## src/rtl/acumulator_produs_if.sv

```systemverilog
// Handshake bundle between the product multiplier, the accumulator stage and
// the downstream consumer of finished dot-product sums.
interface acumulator_produs_if #(
  parameter int unsigned W     = 16,
  parameter int unsigned ACC_W = 32,
  parameter int unsigned N     = 4,
  parameter int unsigned CW    = $clog2(N + 1)
);
  logic             clr;
  logic             in_valid;
  logic             in_ready;
  logic [W-1:0]     produs;
  logic             out_valid;
  logic             out_ready;
  logic [ACC_W-1:0] suma;
  logic             overflow;
  logic [CW-1:0]    count;

  modport master (
    output clr, in_valid, produs, out_ready,
    input  in_ready, out_valid, suma, overflow, count
  );

  modport slave (
    input  clr, in_valid, produs, out_ready,
    output in_ready, out_valid, suma, overflow, count
  );
endinterface

```

## src/rtl/acumulator_produs.sv

```systemverilog
// Accumulates N consecutive unsigned products into a registered dot-product
// sum and hands it downstream over valid/ready, stalling input while it waits.
module acumulator_produs #(
  parameter int unsigned W     = 16,
  parameter int unsigned ACC_W = 32,
  parameter int unsigned N     = 4
) (
  input  logic                clk,
  input  logic                rst,
  acumulator_produs_if.slave  bus
);
  localparam int unsigned CW = $clog2(N + 1);
  localparam int unsigned SW = ACC_W + 1;

  typedef enum logic {
    S_ACC  = 1'b0,
    S_DONE = 1'b1
  } state_t;

  state_t           r_state;
  logic [ACC_W-1:0] r_acc;
  logic [CW-1:0]    r_count;
  logic             r_ovf_int;
  logic [ACC_W-1:0] r_suma;
  logic             r_overflow;
  logic             r_out_valid;

  state_t           w_state_nxt;
  logic [ACC_W-1:0] w_acc_nxt;
  logic [CW-1:0]    w_count_nxt;
  logic             w_ovf_int_nxt;
  logic [ACC_W-1:0] w_suma_nxt;
  logic             w_overflow_nxt;
  logic             w_out_valid_nxt;
  logic             w_in_ready;
  logic [W-1:0]     w_produs;
  logic [SW-1:0]    w_sum;

  assign w_produs = bus.produs;
  // One extra bit captures the carry out of the accumulator width.
  assign w_sum    = SW'(r_acc) + SW'(w_produs);

  always_ff @(posedge clk or posedge rst) begin
    if (rst) begin
      r_state     <= S_ACC;
      r_acc       <= '0;
      r_count     <= '0;
      r_ovf_int   <= 1'b0;
      r_suma      <= '0;
      r_overflow  <= 1'b0;
      r_out_valid <= 1'b0;
    end else begin
      r_state     <= w_state_nxt;
      r_acc       <= w_acc_nxt;
      r_count     <= w_count_nxt;
      r_ovf_int   <= w_ovf_int_nxt;
      r_suma      <= w_suma_nxt;
      r_overflow  <= w_overflow_nxt;
      r_out_valid <= w_out_valid_nxt;
    end
  end

  always_comb begin
    w_state_nxt     = r_state;
    w_acc_nxt       = r_acc;
    w_count_nxt     = r_count;
    w_ovf_int_nxt   = r_ovf_int;
    w_suma_nxt      = r_suma;
    w_overflow_nxt  = r_overflow;
    w_out_valid_nxt = r_out_valid;
    w_in_ready      = 1'b0;

    case (r_state)
      S_ACC: begin
        // Ready never looks at in_valid, so upstream can rely on it combinationally.
        w_in_ready = !bus.clr;
        if (bus.clr) begin
          w_acc_nxt     = '0;
          w_count_nxt   = '0;
          w_ovf_int_nxt = 1'b0;
        end else if (bus.in_valid) begin
          if (r_count == CW'(N - 1)) begin
            w_suma_nxt      = w_sum[ACC_W-1:0];
            w_overflow_nxt  = r_ovf_int | w_sum[ACC_W];
            w_out_valid_nxt = 1'b1;
            w_acc_nxt       = '0;
            w_count_nxt     = '0;
            w_ovf_int_nxt   = 1'b0;
            w_state_nxt     = S_DONE;
          end else begin
            w_acc_nxt     = w_sum[ACC_W-1:0];
            w_count_nxt   = r_count + CW'(1);
            w_ovf_int_nxt = r_ovf_int | w_sum[ACC_W];
          end
        end
      end
      S_DONE: begin
        if (bus.out_ready) begin
          w_out_valid_nxt = 1'b0;
          w_state_nxt     = S_ACC;
        end
      end
      default: w_state_nxt = S_ACC;
    endcase
  end

  assign bus.in_ready  = w_in_ready;
  assign bus.out_valid = r_out_valid;
  assign bus.suma      = r_suma;
  assign bus.overflow  = r_overflow;
  assign bus.count     = r_count;
endmodule

```

## src/flat_wrapper.sv

```systemverilog
// flat-port wrapper written by rule: the top's interface ports become plain ports
module acumulator_produs_flat 
#(
  parameter int unsigned W     = 16,
  parameter int unsigned ACC_W = 32,
  parameter int unsigned N     = 4
)
  (clk, rst, bus_clr, bus_in_valid, bus_produs, bus_out_ready, bus_in_ready, bus_out_valid, bus_suma, bus_overflow, bus_count);
  acumulator_produs_if #(.W(W), .ACC_W(ACC_W), .N(N)) bus_i ();
  input  logic clk;
  input  logic rst;
  input wire logic [$bits(bus_i.clr)-1:0] bus_clr;
  input wire logic [$bits(bus_i.in_valid)-1:0] bus_in_valid;
  input wire logic [$bits(bus_i.produs)-1:0] bus_produs;
  input wire logic [$bits(bus_i.out_ready)-1:0] bus_out_ready;
  output wire logic [$bits(bus_i.in_ready)-1:0] bus_in_ready;
  output wire logic [$bits(bus_i.out_valid)-1:0] bus_out_valid;
  output wire logic [$bits(bus_i.suma)-1:0] bus_suma;
  output wire logic [$bits(bus_i.overflow)-1:0] bus_overflow;
  output wire logic [$bits(bus_i.count)-1:0] bus_count;
  assign bus_i.clr = bus_clr;
  assign bus_i.in_valid = bus_in_valid;
  assign bus_i.produs = bus_produs;
  assign bus_i.out_ready = bus_out_ready;
  assign bus_in_ready = bus_i.in_ready;
  assign bus_out_valid = bus_i.out_valid;
  assign bus_suma = bus_i.suma;
  assign bus_overflow = bus_i.overflow;
  assign bus_count = bus_i.count;
  acumulator_produs #(.W(W), .ACC_W(ACC_W), .N(N)) u_core (.clk(clk), .rst(rst), .bus(bus_i));
endmodule
```

## config.mk

```make
export PLATFORM = sky130hd
export DESIGN_NAME = acumulator_produs_flat
export DESIGN_NICKNAME = d
export VERILOG_FILES = /design/src/rtl/acumulator_produs_if.sv /design/src/rtl/acumulator_produs.sv /design/src/flat_wrapper.sv
export SDC_FILE = /design/constraint.sdc
export NUM_CORES = 1
export LEC_CHECK = 0
export ABC_AREA = 1
export CAP_MARGIN = 20
export CORE_UTILIZATION = 55
export DETAILED_ROUTE_END_ITERATION = 8
export PLACE_DENSITY = 0.8
export SYNTH_ARGS = -nofsm -noshare
export SYNTH_HDL_FRONTEND = slang
export SYNTH_SLANG_ARGS = --single-unit
```

## constraint.sdc

```tcl
create_clock -name clk -period 5.3 [get_ports clk]
set_input_delay 0.795 -clock clk [delete_from_list [all_inputs] [get_ports clk]]
set_output_delay 0.795 -clock clk [all_outputs]
set_load 0.05 [all_outputs]
```

==> reports/results.ini, run 1 <==
[worst_hold_path]
min_to = u_core.bus.suma[10]
min_from = u_core.bus.suma[10]
min_delay_path_depth = 2
hp-class = flop to flop

[synthesis]
netlist.top_cell.by_area = dfrtp_1
synth_area_leaders = dfrtp_1, nand2_1, nand3_1
yosysWarnings = 0
syn_area_per_cell_um2 = 7.05
syn_nets = 646
synth_cell_types = 33
syn_area_um2 = 4280
yosysTopAreaCellShare_pct = 41.5
syn-instance-count = 607
ys_seq_area_share_pct = 41.5
ys_ff_latch = 71

[grt]
top_usage_layer = met2
antenna_found_initial = 0
grt_max_degree = 40
use_met1_pct = 37.6
grt_pass1_wl_mm = 18.7
use_met2_pct = 48.1
grtUsageTotal_pct = 28.6
overflow = 0
first_global_vias = 4107
grtUsageMet3_pct = 3.55

[drt]
drt_wl_total_mm = 10.5
ant_nets = 0
drc = 0
drtPass1Iterations = 4
vias = 3990
viasPerCell = 5.17
first_iter_violations = 163
wl_per_cell_um = 13.5

[clocking]
cts-hold-fix-buffers = 0
cts_tree = done
cts_sinks = 71
ctsResizeCount = 0
insertion_delay_ns = 0.35
clk_pin_slew_worst_paths_ns = 0.07
cts-root-buf = clkbuf_8
cts_setup_buffers = 0
cts_made_buffers = 9
h-tree-depth = 3
clock_path_buffers = 2

[floorplanning]
die_w_um = 90.2
io_pins = 59
rows = 31
dieArea_um2 = 8140
coreArea_um2 = 7370
start_util_pct = 58.1
die_y_um = 90.2

[placement]
dpl.hpwl_mm = 7.94
io_buffer_count = 58
routabilityCongestion = 0.953

[timing]
setup_violations = 0
whs_ns = 0.485
rsz0062_at_grt = false
skew_ns = 0.00918
fmax_mhz = 326
tns_ns = 0
hold_viol = 0
finalCritPeriodShare_pct = 57.9
fin_crit_ns = 3.07
worst-slew-pin-transition_ns = 0.682
report.final.slew_viol_count = 0
maxSlewHeadroom_pct = 54.5

[setup_path]
timing.rr.start = u_core.bus.count[0]
critPathKind = input pin to output port
rrSetupSlack_ns = 3.20
crit_path_end_kind = output port
slowest_delay_ns = 0.84
critPathLaunch = bus_clr
worst_path_max_delay_cell = clkdlybuf4s50_1
start_kind = input pin
crit_fanout = 3
cpMostUsedCell = clkdlybuf4s50_1
ff2ff_path_depth = 7
critPathRequiredTime_ns = 4.51
cp.arrival_ns = 2.27
rr_endpoint = u_core.bus.suma[8]
crit_chain = clkdlybuf4s50_1 > nor2_1 > clkdlybuf4s50_1

[layout]
num_antenna_cells = 0
area_growth_pct = 21.7
final_common_cell = nand2_1
fillCellCount = 633
layout_common_cells = nand2_1, inv_1, dfrtp_1, nand3_1, clkdlybuf4s50_1
drive_gt1_share_pct = 6.09
nets = 707

[power]
peakVddDrop_mv = 0.205
p_per_area_nw_per_um2 = 336
leakage_uw = 0.00275

[flow_run]
maxCapViolCount = 0

[outcome]
status = completed

power breakdown:
part | switching (uW) | total [uW] | internal (uW)
combinational | 384 | 574 | 190
clock | 223 | 538 | 314
sequential | 36.2 | 640 | 604
total | 643 | 1750 | 1110
per-stage QoR:
step	cells	cell area (um2)	worst slack (ns)	total power, uW	util [%]
final	772	5210	2.23	1750	70.7
after global routing	772	5210	2.22	1840	70.7
after CTS	772	5210	2.25	1760	70.7
after detailed placement	756	4970	2.26	1220	67.4
after global placement	756	4970	2.29	1210	67.4
after floorplan	607	4280	2.71	1040	-
cell usage after synthesis:
master / n
nor2_2: 1
nand2_1: 242
nor4_1: 1
xor2_1: 2
xnor2_1: 11
clkbuf_1: 6
inv_2: 8
nor2_1: 25
nor3_4: 1
or2_1: 4
and2_1: 1
nand4_1: 3
o21ai_1: 10
a21oi_1: 14
nand3b_1: 2
fa_1: 1
nor2_4: 1
nand3_1: 60
and3_1: 1
or2_0: 1
inv_1: 72
a22oi_1: 1
o21ai_0: 27
nor3_2: 4
nand2_2: 3
or2_2: 1
ha_1: 17
nor3_1: 7
a22o_1: 1
o21bai_1: 1
o22ai_1: 1
dfrtp_1: 71
buf_2: 6
cell families (layout without fill, tap and decap cells):
family	count (synthesis)	count (layout)	synth area share, %
adders and majority gates	18	18	5.44
and+or+nand+nor	358	358	35.5
buffers and inverters	92	158	8.24
xor gates and xnor gates	13	13	2.66
DFF	71	71	41.5
AOI/OAI and AO/OA	55	55	6.66
registers in the layout, summed over array words and instances (netlist names):
name,count
u_core.bus.overflow,1
u_core.r_acc,32
u_core.bus.count,3
u_core.r_ovf_int,1
u_core.r_state,1
u_core.bus.out_valid,1
u_core.bus.suma,32
worst max-delay path: cells and delay by family:
family                 cells  cell delay [ns]
buffers and inverters      2             1.30
and+or+nand+nor            1             0.18
worst max path at each step:
| stage | depth (start not counted) | end | slack [ns] |
|---|---|---|---|
| floorplan | 1 | u_core.bus.count[0] | 2.71 |
| CTS | 3 | bus_in_ready | 2.25 |
| finish | 3 | bus_in_ready | 2.23 |
| global route | 3 | bus_in_ready | 2.22 |
| global placement | 3 | bus_in_ready | 2.29 |
| detailed placement | 3 | bus_in_ready | 2.26 |
layout make-up:
class | instances | area, um2 | share of cell area, %
Tap cell | 99 | 124 | 2.38
Sequential cell | 71 | 1780 | 34.1
Inverter | 80 | 300 | 5.76
Timing Repair Buffer | 62 | 611 | 11.7
Multi-Input combinational cell | 444 | 2160 | 41.4
Clock buffer | 9 | 124 | 2.38
Clock inverter | 7 | 120 | 2.30
layer usage:
metal,vias to the layer above,part of all wire (%)
li1,2032,-
met1,1860,47
met2,80,47
met3,18,3.4
met4,0,2.0
met5,-,0
Power figures use the tool's default switching activity.
==> inputs of run 2 (changes only) <==
CORE_UTILIZATION = 50   (was 55)
PLACE_DENSITY = 0.77   (was 0.8)
clock period = 2.8 ns   (was 5.3 ns; I/O delays follow)
==> reports/results.ini, run 2 (synthesis results as in run 1) <==
[outcome]
status = completed  ; unchanged

[drt]
vias = 4006  ; was 3,990
first_iter_violations = 198  ; was 163
drt_wl_total_mm = 11.1  ; was 10.5 mm
drc = 0  ; unchanged
wl_per_cell_um = 14.2  ; was 13.5 um
ant_nets = 0  ; unchanged
drtPass1Iterations = 5  ; was 4
viasPerCell = 5.14  ; was 5.17

[setup_path]
critPathRequiredTime_ns = 2.38  ; was 4.51 ns
cp.arrival_ns = 1.91  ; was 2.27 ns
ff2ff_path_depth = 13  ; was 7
crit_path_end_kind = output port  ; unchanged
crit_fanout = 3  ; unchanged
critPathKind = input pin to output port  ; unchanged
start_kind = input pin  ; unchanged

[timing]
fin_crit_ns = 2.33
report.final.slew_viol_count = 0  ; unchanged
fmax_mhz = 430
tns_ns = 0  ; unchanged
skew_ns = 0.0117  ; was 0.00918 ns
whs_ns = 0.434  ; was 0.485 ns
hold_viol = 0  ; unchanged
maxSlewHeadroom_pct = 61.0  ; was 54.5%
worst-slew-pin-transition_ns = 0.584  ; was 0.682 ns
setup_violations = 0  ; unchanged
rsz0062_at_grt = false  ; unchanged
finalCritPeriodShare_pct = 83.1

[grt]
grt_pass1_wl_mm = 18.3  ; was 18.7 mm
grtUsageTotal_pct = 27.1  ; was 28.6%
overflow = 0  ; unchanged
first_global_vias = 3851  ; was 4,107
grt_max_degree = 49  ; was 40
antenna_found_initial = 0  ; unchanged

[power]
peakVddDrop_mv = 0.265  ; was 0.205 mV
combPwrFrac_pct = 33.7  ; was 32.8%
p_per_area_nw_per_um2 = 618  ; was 336 nW/um2
leakage_uw = 0.00275  ; about the same
p_clk_share_pct = 28.5  ; was 30.7%
p_seq_share_pct = 37.8  ; was 36.5%
switching_share_pct = 37.5  ; was 36.7%
p_int_uw = 2010  ; was 1110 uW
p_sw_uw = 1210  ; was 643 uW

[clocking]
cts_setup_buffers = 0  ; unchanged
cts-hold-fix-buffers = 0  ; unchanged
cts-root-buf = clkbuf_8  ; unchanged
ctsResizeCount = 0  ; unchanged
insertion_delay_ns = 0.36  ; was 0.35 ns
h-tree-depth = 3  ; unchanged
cts_tree = done  ; unchanged
clock_path_buffers = 2  ; unchanged
cts_sinks = 71  ; unchanged
cts_made_buffers = 9  ; unchanged
clk_pin_slew_worst_paths_ns = 0.08  ; was 0.07 ns

[layout]
design_area_um2 = 5210  ; about the same
drive_gt1_share_pct = 5.93  ; was 6.09%
area_growth_pct = 21.7  ; about the same
layout_common_cells = nand2_1, inv_1, dfrtp_1, nand3_1, clkdlybuf4s50_1  ; unchanged
num_antenna_cells = 0  ; unchanged
final_common_cell = nand2_1  ; unchanged
nets = 708  ; was 707
fillCellCount = 781  ; was 633

[flow_run]
maxCapViolCount = 0  ; unchanged

[floorplanning]
coreArea_um2 = 8260  ; was 7370 um2
die_y_um = 94.5  ; was 90.2 um
start_util_pct = 51.8  ; was 58.1%
dieArea_um2 = 8940  ; was 8140 um2
die_w_um = 94.5  ; was 90.2 um
io_pins = 59  ; unchanged
rows = 33  ; was 31

[placement]
dpl.hpwl_mm = 8.21  ; was 7.94 mm
routabilityCongestion = 0.943  ; was 0.953
place_area_um2 = 4990  ; was 4970 um2
io_buffer_count = 58  ; unchanged

[worst_hold_path]
hp-class = input pin to async pin  ; was flop to flop

## run 2: power groups by stage
stage	sequential (uW)	combinational [uW]	clock [uW]
after floorplan	1510	465	0
after global placement	1230	1070	0
after detailed placement	1230	1080	0
after CTS	1220	1090	939
after global routing	1230	1190	975
final	1220	1090	919
## run 2: final timing paths
check / start / end / slack (ns)
min in group clk: u_core.bus.suma[31] / u_core.bus.suma[31] / 0.48
worst min register to register: u_core.bus.suma[31] / u_core.bus.suma[31] / 0.48
worst min-delay path: rst / u_core.bus.count[2] / 0.43
worst max-delay path: bus_clr / bus_in_ready / 0.47
max in group asynchronous: rst / u_core.r_acc[10] / 1.70
worst max register to register: u_core.r_acc[0] / u_core.bus.suma[20] / 0.76
## run 2: per-layer routing
layer	vias to the layer above	track usage [%]	routed length (um)
li1	2034	-	-
met1	1854	34.4	5090
met2	98	45.8	5240
met3	20	4.59	504
met4	0	10.5	245
met5	-	0	0
## run 2: final cells by class
class	instances	area (um2)	area share, %
Clock buffer	11	131	2.52
Clock inverter	5	82.6	1.59
Inverter	80	300	5.77
Multi-Input combinational cell	444	2160	41.4
Sequential cell	71	1780	34.1
Tap cell	105	131	2.52
Timing Repair Buffer	63	631	12.1
## run 2: critical path: stages
cell and delay, ns:
clkdlybuf4s50_1 0.45, nor2_1 0.19, clkdlybuf4s50_1 0.85
## run 2: through the flow
step	setup slack (ns)	total power, uW	utilization [%]	instances
after floorplan	0.583	1970	-	607
after global placement	0.264	2290	60.5	763
after detailed placement	0.241	2320	60.5	763
after CTS	0.451	3240	63.1	779
after global routing	0.362	3390	63.1	779
final	0.472	3220	63.1	779
